$ cat config.mk
export PLATFORM = sky130hd
export DESIGN_NAME = alu_operand_fifo
export DESIGN_NICKNAME = d
export VERILOG_FILES = /design/src/rtl/alu_operand_fifo_pkg.sv /design/src/rtl/d_ff_async_en.sv /design/src/rtl/alu_operand_fifo.sv
export SDC_FILE = /design/constraint.sdc
export NUM_CORES = 1
export LEC_CHECK = 0
export CORE_MARGIN = 1.5
export CORE_UTILIZATION = 36
export DETAILED_ROUTE_END_ITERATION = 6
export SKIP_LAST_GASP = 1
export SLEW_MARGIN = 30
export SYNTH_ARGS = -nofsm -noshare
export SYNTH_HDL_FRONTEND = slang
export SYNTH_SLANG_ARGS = --single-unit
$ cat constraint.sdc
create_clock -name clk -period 2.65 [get_ports clk]
set_input_delay 0.53 -clock clk [delete_from_list [all_inputs] [get_ports clk]]
set_output_delay 0.53 -clock clk [all_outputs]
set_load 0.03 [all_outputs]
$ cat src/rtl/alu_operand_fifo_pkg.sv
// Shared ALU definitions: operand-tuple word layout used between producer, buffer and adder.
// Word layout is {c_in, add_2, add_1}, with add_1 in the low bits.
package alu_operand_fifo_pkg;

    localparam int ALU_DATA_SIZE = 8;
    localparam int ADD_1_LSB     = 0;

    function automatic int entry_w(input int data_size);
        return 2 * data_size + 1;
    endfunction

    function automatic int add_2_lsb(input int data_size);
        return data_size;
    endfunction

    function automatic int c_in_bit(input int data_size);
        return 2 * data_size;
    endfunction

endpackage

$ cat src/rtl/d_ff_async_en.sv
// Enabled register bank with asynchronous active-high reset to a parameterised value.
module d_ff_async_en #(
    parameter int              SIZE        = 1,
    parameter logic [SIZE-1:0] RESET_VALUE = '0
) (
    input  logic            clk_i,
    input  logic            rst_i,
    input  logic            en_i,
    input  logic [SIZE-1:0] d_i,
    output logic [SIZE-1:0] q_o
);

    always_ff @(posedge clk_i or posedge rst_i) begin
        if (rst_i) begin
            q_o <= RESET_VALUE;
        end else if (en_i) begin
            q_o <= d_i;
        end
    end

endmodule

$ cat src/rtl/alu_operand_fifo.sv
// Operand-tuple FIFO feeding the adder. The head entry falls through combinationally;
// a push is visible one cycle later, and a full FIFO refuses writes even while popping.
module alu_operand_fifo
    import alu_operand_fifo_pkg::*;
#(
    parameter  int DATA_SIZE = ALU_DATA_SIZE,
    parameter  int DEPTH     = 4,
    localparam int ADDR_W    = $clog2(DEPTH)
) (
    input  logic                 clk,
    input  logic                 rst,
    input  logic                 wr_valid,
    output logic                 wr_ready,
    input  logic [DATA_SIZE-1:0] wr_add_1,
    input  logic [DATA_SIZE-1:0] wr_add_2,
    input  logic                 wr_c_in,
    output logic                 a_valid_f_data,
    input  logic                 a_ready_f_data,
    output logic [DATA_SIZE-1:0] add_1,
    output logic [DATA_SIZE-1:0] add_2,
    output logic                 c_in,
    output logic [ADDR_W:0]      count
);

    localparam int              W         = entry_w(DATA_SIZE);
    localparam int              ADD_2_LSB = add_2_lsb(DATA_SIZE);
    localparam int              C_IN_BIT  = c_in_bit(DATA_SIZE);
    localparam logic [ADDR_W:0] FULL_CNT  = (ADDR_W + 1)'(DEPTH);

    logic [ADDR_W-1:0] wr_ptr_q, wr_ptr_d;
    logic [ADDR_W-1:0] rd_ptr_q, rd_ptr_d;
    logic [ADDR_W:0]   count_q, count_d;
    logic [W-1:0]      mem_q [DEPTH];
    logic [W-1:0]      wr_word;
    logic [W-1:0]      head_word;
    logic              push, pop;

    // Strict valid/ready: a transfer happens only on a cycle where both are high.
    assign wr_ready       = (count_q != FULL_CNT);
    assign a_valid_f_data = (count_q != '0);
    assign push           = wr_valid & wr_ready;
    assign pop            = a_valid_f_data & a_ready_f_data;

    assign wr_word  = {wr_c_in, wr_add_2, wr_add_1};
    assign wr_ptr_d = wr_ptr_q + ADDR_W'(1);
    assign rd_ptr_d = rd_ptr_q + ADDR_W'(1);

    always_comb begin
        count_d = count_q;
        case ({push, pop})
            2'b10:   count_d = count_q + (ADDR_W + 1)'(1);
            2'b01:   count_d = count_q - (ADDR_W + 1)'(1);
            default: count_d = count_q;
        endcase
    end

    d_ff_async_en #(.SIZE(ADDR_W), .RESET_VALUE('0)) u_wr_ptr (
        .clk_i(clk), .rst_i(rst), .en_i(push), .d_i(wr_ptr_d), .q_o(wr_ptr_q)
    );

    d_ff_async_en #(.SIZE(ADDR_W), .RESET_VALUE('0)) u_rd_ptr (
        .clk_i(clk), .rst_i(rst), .en_i(pop), .d_i(rd_ptr_d), .q_o(rd_ptr_q)
    );

    d_ff_async_en #(.SIZE(ADDR_W + 1), .RESET_VALUE('0)) u_count (
        .clk_i(clk), .rst_i(rst), .en_i(push | pop), .d_i(count_d), .q_o(count_q)
    );

    for (genvar i = 0; i < DEPTH; i++) begin : g_mem
        d_ff_async_en #(.SIZE(W), .RESET_VALUE('0)) u_entry (
            .clk_i(clk),
            .rst_i(rst),
            .en_i (push & (wr_ptr_q == ADDR_W'(i))),
            .d_i  (wr_word),
            .q_o  (mem_q[i])
        );
    end

    // Memory resets to zero, so the head is deterministic even when empty.
    assign head_word = mem_q[rd_ptr_q];
    assign add_1     = head_word[ADD_1_LSB +: DATA_SIZE];
    assign add_2     = head_word[ADD_2_LSB +: DATA_SIZE];
    assign c_in      = head_word[C_IN_BIT];
    assign count     = count_q;

endmodule

==> impl_metrics.tcl, run 1 <==
set metrics [dict create \
    status "finished clean" \
    gr-total-overflow 0 \
    cts_hold_buf 0 \
    avgSynthCellArea_um2 17.5 \
    clk_latency_ps 350 \
    synthCells 203 \
    grt_use_total 0.138 \
    met2_usage 0.207 \
    period_share 0.966 \
    worst_slack_ps 91.3 \
    vias 1802 \
    netlist_area_mm2 0.00356 \
    gp_congestion 0.744 \
    die_h_um 102 \
    rsz0062_at_grt "false" \
    die_area_mm2 0.0105 \
    grt_pass1_wl_um 10600 \
    drive_above_1_share 0.452 \
    top_usage_layer "met2" \
    p_per_area_mw_per_mm2 1420 \
    worstPathRequired_ps 2120 \
    slew_violations 0 \
    path_class "flip-flop to output pin" \
    wl_um 6510 \
    worst-path-buf-inv 2 \
    first_pass_iters 4 \
    synth-main-ff-cell "dfrtp_1" \
    clock_path_buffers 2 \
    netlist-cell-type-count 20 \
    tritoncts "yes" \
    use_met3 0.0451 \
    hp-class "flip-flop to flip-flop" \
    critical_path.max_fanout 4 \
    tightestPinTransition_ps 591 \
    grt_pass1_vias 1984 \
    antenna_found_initial 0 \
    slew_headroom 0.606 \
    core_mm2 0.00968 \
    drc_errors 0 \
    setup_viol 0 \
    via_per_inst 4.57 \
    io_buffer_count 42 \
    maxCapViolations 0 \
    num_io_pins 43 \
    htree_num_levels 3 \
    arrival_ps 2030 \
    drt_iter0_markers 67 \
    antenna_cells 0 \
    yosys_warnings 0 \
    syn2layout_area_growth_pct 22.2 \
    die_width_um 102 \
    end_kind "output pin" \
    clk_pin_slew_ps 80 \
    crit_chain "buf_4, mux4_2, clkdlybuf4s50_1" \
    whs_ps 504 \
    seq_area_frac_synth 0.527 \
    use_met1 0.189 \
    start_util 0.368 \
    fin_setup_tns_ps 0 \
    dp_slack_ps 343 \
    fin_nets 283 \
    max_stage_delay_ps 610 \
    dp_hpwl_um 4300 \
    synth_seq_cells 75 \
    synth_fp_nets 230 \
    clock_skew_ps 9.56 \
    crit_family "buffers and inverters" \
    ant_nets 0 \
    start_kind "flip-flop" \
    clock.fmax_ghz 0.391 \
    hold_viol_final 0 \
    ir_drop_mv 0.669 \
    crit_slowest_cell "clkdlybuf4s50_1" \
    n_fill_cell 854 \
    num_rows 36 \
    leakagePower_nw 2.00 \
    fin_crit_ps 2560 \
    routedWlPerCell_um 16.5 \
    ys_async_sr_fraction 1.00 \
    cts_root_buffer "clkbuf_8" \
    cts_buffers 9 \
    synth_edf_count 0 \
    grt_max_degree 33 \
    clkSinkCount 75 \
]
## cell type report
| class | instances | area, um^2 | share of cell area |
|---|---|---|---|
| Clock buffer | 10 | 138 | 0.0316 |
| Clock inverter | 6 | 63.8 | 0.0147 |
| Inverter | 6 | 22.5 | 0.00517 |
| Multi-Input combinational cell | 109 | 1520 | 0.348 |
| Sequential cell | 75 | 1880 | 0.431 |
| Tap cell | 133 | 166 | 0.0382 |
| Timing Repair Buffer | 55 | 571 | 0.131 |
## report_power, final
| part | internal, mW | total [mW] | leakage [nW] | switching, mW |
|---|---|---|---|---|
| Combinational | 1.81 | 3.22 | 1.01 | 1.42 |
| Clock | 0.460 | 0.893 | 0.0987 | 0.433 |
| Sequential | 1.74 | 2.06 | 0.888 | 0.324 |
## registers in the layout (all words and copies together) (netlist names)
signal / flops
g_mem.u_entry.q_o: 68
u_wr_ptr.q_o: 2
u_count.q_o: 3
u_rd_ptr.q_o: 2
## synthesized netlist by cell type (2+ instances only)
cell type  instances  area [um^2]
mux2_4            40          601
mux4_2            17          383
xnor2_1            3         26.3
clkbuf_1           2         7.51
nand2_1            2         7.51
xor2_1             3         26.3
mux2_2            29          327
ha_1               5         62.6
buf_6              4         45.0
inv_1              6         22.5
buf_2              3         15.0
buf_12             4         80.1
dfrtp_1           75         1880
and3_1             4         25.0
## placed cells by master, fill, tap and decap left out, drive strengths merged
cell type,n
bufinv,1
clkinvlp,2
buf,15
inv,7
and3,4
mux2,69
nor2,1
fa,1
or3,1
clkbuf,10
mux4,17
ha,5
mux2i,1
clkdlybuf4s50,27
xnor2,3
nand2,2
clkinv,2
xor2,3
o31a,1
dfrtp,75
or3b,1
dlymetal6s2s,13
## per-stage QoR
step / total power, mW / util / area (um^2) / cells
6_report: 6.18 / 0.449 / 4350 / 394
2_1_floorplan: 4.46 / - / 3560 / 203
3_5_place_dp: 5.40 / 0.425 / 4120 / 378
4_1_cts: 6.32 / 0.446 / 4320 / 394
3_3_place_gp: 5.36 / 0.425 / 4120 / 378
5_1_grt: 6.56 / 0.449 / 4350 / 394
## worst register-to-register path, stage by stage (launching register included)
cell     delay, ps
dfrtp_1        440
or3b_1         490
nand2_1        170
ha_1           200
inv_1           60
fa_1           370
xor2_1         150
nor2_1         110
xor2_1         150
## final timing paths
check                                      endpoint                startpoint  slack [ps]  cells after the start
max                                        add_1[2]           u_rd_ptr.q_o[0]          90                      3
max in group asynchronous   g_mem[3].u_entry.q_o[4]                       rst        1510                      3
min in group asynchronous   g_mem[2].u_entry.q_o[2]                       rst         560                      2
min                        g_mem[2].u_entry.q_o[10]  g_mem[2].u_entry.q_o[10]         500                      1
min reg2reg                g_mem[2].u_entry.q_o[10]  g_mem[2].u_entry.q_o[10]         500                      1
max reg2reg                          u_count.q_o[2]            u_count.q_o[0]         450                      8
## what timing repair did
item	4_1_cts	5_1_grt
gates resized for setup	0	13
endpoints found under the hold margin	0	0
setup buffers	0	0
setup endpoints to repair	0	13
## logic make-up (layout without fill, tap and decap cells)
logic type               after synthesis  in the layout  share of synthesized area
AO/OA/AOI/OAI                          1              1                    0.00246
buffers and inverters                 19             77                     0.0478
XOR/XNOR                               6              6                     0.0148
multiplexers                          87             87                      0.371
flip-flops                            75             75                      0.527
adder cells (fa/ha/maj)                6              6                     0.0232
AND/OR/NAND/NOR                        9              9                     0.0144
## metal layers
metal	share of wire	vias up
met3	0.034	10
met2	0.48	28
li1	-	839
met4	0.015	0
met5	0	-
met1	0.47	925
Note: power is estimated with default switching activity, not from simulation.
==> run 2, diff against run 1 <==
HOLD_SLACK_MARGIN = 0.05   (was not set)
==> results of run 2 <==
Final layout, timing and power as in run 1 (identical DEF).
==> run 3, diff against run 2 <==
PLACE_DENSITY = 0.53   (was not set)
==> run 3 against run 2 <==
Net effect: maximum frequency rose by 5.7%; highest routed layer unchanged; via count increased by 2.1%; non-clock buffer count fell by 2; combinational power about the same; critical path depth fell by 1; routed wire length up 3.2%.
==> impl_metrics.tcl, run 3 (synthesis results as in run 1) <==
set metrics [dict create \
    routedWlPerCell_um 17.1 \
    p_per_area_mw_per_mm2 1430 \
    p_seq_frac 0.333 \
    post-route-util 0.453 \
    r2r_end "u_count.q_o[2]" \
    clk_pin_slew_ps 80 \
    max_stage_delay_ps 630 \
    fin_nets 281 \
    slew_violations 0 \
    grt_pass1_wl_um 11000 \
    regMostFlops "g_mem.u_entry.q_o" \
    path_class "flip-flop to output pin" \
    drive_above_1_share 0.444 \
    reg2regPathDepth 8 \
    syn2layout_area_growth_pct 23.0 \
    drt_iter0_markers 61 \
    final_cell_mix "dfrtp_1, mux2_4, mux2_2, clkdlybuf4s50_1, mux4_2" \
    hold_viol_final 0 \
    cp-endpoint "wr_ready" \
    ant_nets 0 \
    htree_num_levels 3 \
    num_rows 36 \
    ir_drop_mv 0.697 \
    critical_path.max_fanout 6 \
    grt_pass1_vias 1972 \
    crit_family "buffers and inverters" \
    n_fill_cell 868 \
    die_area_mm2 0.0105 \
    swShare 0.349 \
    r2r_slack_ps 460 \
    core_mm2 0.00968 \
    layout_commonest_cell "dfrtp_1" \
    worstPathRequired_ps 2120 \
    antenna_cells 0 \
    die_h_um 102 \
    crit_slowest_cell "clkdlybuf4s50_1" \
    largest_reg_flops 68 \
    num_io_pins 43 \
    drc_errors 0 \
    io_buffer_count 42 \
    whs_ps 470 \
    p_int_mw 4.09 \
    fin_setup_tns_ps 0 \
    first_pass_iters 4 \
    start_kind "flip-flop" \
    grt_use_total 0.144 \
    r2r-start "u_count.q_o[0]" \
    end_kind "output pin" \
    clockPowerShare 0.154 \
    start_util 0.368 \
    tritoncts "yes" \
    clk_latency_ps 340 \
    setup_viol 0 \
    arrival_ps 1890 \
    clock_skew_ps 6.23 \
    antenna_found_initial 0 \
    postCtsSetupBuffers 0 \
    slew_headroom 0.762 \
    clkSinkCount 75 \
    cts_buffers 9 \
    via_per_inst 4.69 \
    netSwitchingPower_mw 2.19 \
    cts_root_buffer "clkbuf_8" \
    cts_hold_buf 0 \
    gp_congestion 0.693 \
    wl_um 6720 \
    period_share 0.914 \
    fin_crit_ps 2420 \
    dp_hpwl_um 4330 \
    rsz0062_at_grt "false" \
    tightestPinTransition_ps 357 \
    hp-class "primary input to async pin" \
    clock.fmax_ghz 0.413 \
    top_regs "g_mem.u_entry.q_o x68, u_count.q_o x3" \
    vias 1839 \
    gr-total-overflow 0 \
    clock_path_buffers 2 \
    leakagePower_nw 2.02 \
    maxCapViolations 0 \
    crit_cells 2 \
    critPathLaunch "u_count.q_o[0]" \
    status "finished clean" \
    grt_max_degree 31 \
    die_width_um 102 \
    pwr-share-comb 0.513 \
    crit_chain "or3b_1, clkdlybuf4s50_1" \
    worst-path-buf-inv 1 \
]
[run 3: changes by cell type in the layout (fill, tap and decap cells not counted), sizes merged]
| cell | before | now |
|---|---|---|
| buf | 15 | 13 |
| clkdlybuf4s50 | 27 | 25 |
| dlymetal6s2s | 13 | 15 |
| bufinv | 1 | 2 |
| clkinv | 2 | 1 |
[run 3: power by group through the flow]
| stage | Clock (mW) | Combinational (mW) | Sequential (mW) |
|---|---|---|---|
| 4_1_cts | 1.00 | 3.32 | 2.09 |
| 3_3_place_gp | 0 | 3.28 | 2.11 |
| 6_report | 0.965 | 3.22 | 2.09 |
| 5_1_grt | 1.06 | 3.43 | 2.18 |
| 2_1_floorplan | 0 | 2.44 | 2.02 |
| 3_5_place_dp | 0 | 3.32 | 2.11 |
[run 3: worst min path at each step]
stage	start	end	slack, ps	depth (start not counted)
after floorplan	g_mem[1].u_entry.q_o[9]	g_mem[1].u_entry.q_o[9]	480	1
after global placement	g_mem[2].u_entry.q_o[12]	g_mem[2].u_entry.q_o[12]	490	1
after detailed placement	g_mem[2].u_entry.q_o[3]	g_mem[2].u_entry.q_o[3]	490	1
after CTS	rst	g_mem[1].u_entry.q_o[3]	460	2
after global routing	rst	g_mem[1].u_entry.q_o[3]	480	2
final	rst	g_mem[1].u_entry.q_o[3]	470	2
[run 3: per-layer routing]
layer,wire (um),share of wire,GRT usage,vias up
li1,-,-,-,833
met1,3130,0.47,0.192,971
met2,3310,0.49,0.225,31
met3,209,0.031,0.0431,4
met4,72,0.011,0.0506,0
met5,0,0,0,-
[run 3: per-stage QoR]
step                setup WS [ps]  area, um^2  power (mW)  instances
floorplan                     210        3560        4.46        203
global placement              373        4130        5.39        376
detailed placement            324        4130        5.43        376
CTS                          8.41        4350        6.42        392
global route                  115        4380        6.67        392
finish                        229        4380        6.28        392
[run 3: final cells by class]
type | count | area [um^2] | area share
tap | 133 | 166 | 0.0380
clock inverter | 6 | 88.8 | 0.0203
timing repair buffer | 53 | 586 | 0.134
clock buffer | 10 | 128 | 0.0291
sequential | 75 | 1880 | 0.428
inverter | 6 | 22.5 | 0.00514
multi-input combinational | 109 | 1520 | 0.346
[run 3: what timing repair did]
action / in CTS / in global routing
gates resized for setup: 0 / 15
setup endpoints to repair: 0 / 15
endpoints found under the hold margin: 0 / 0
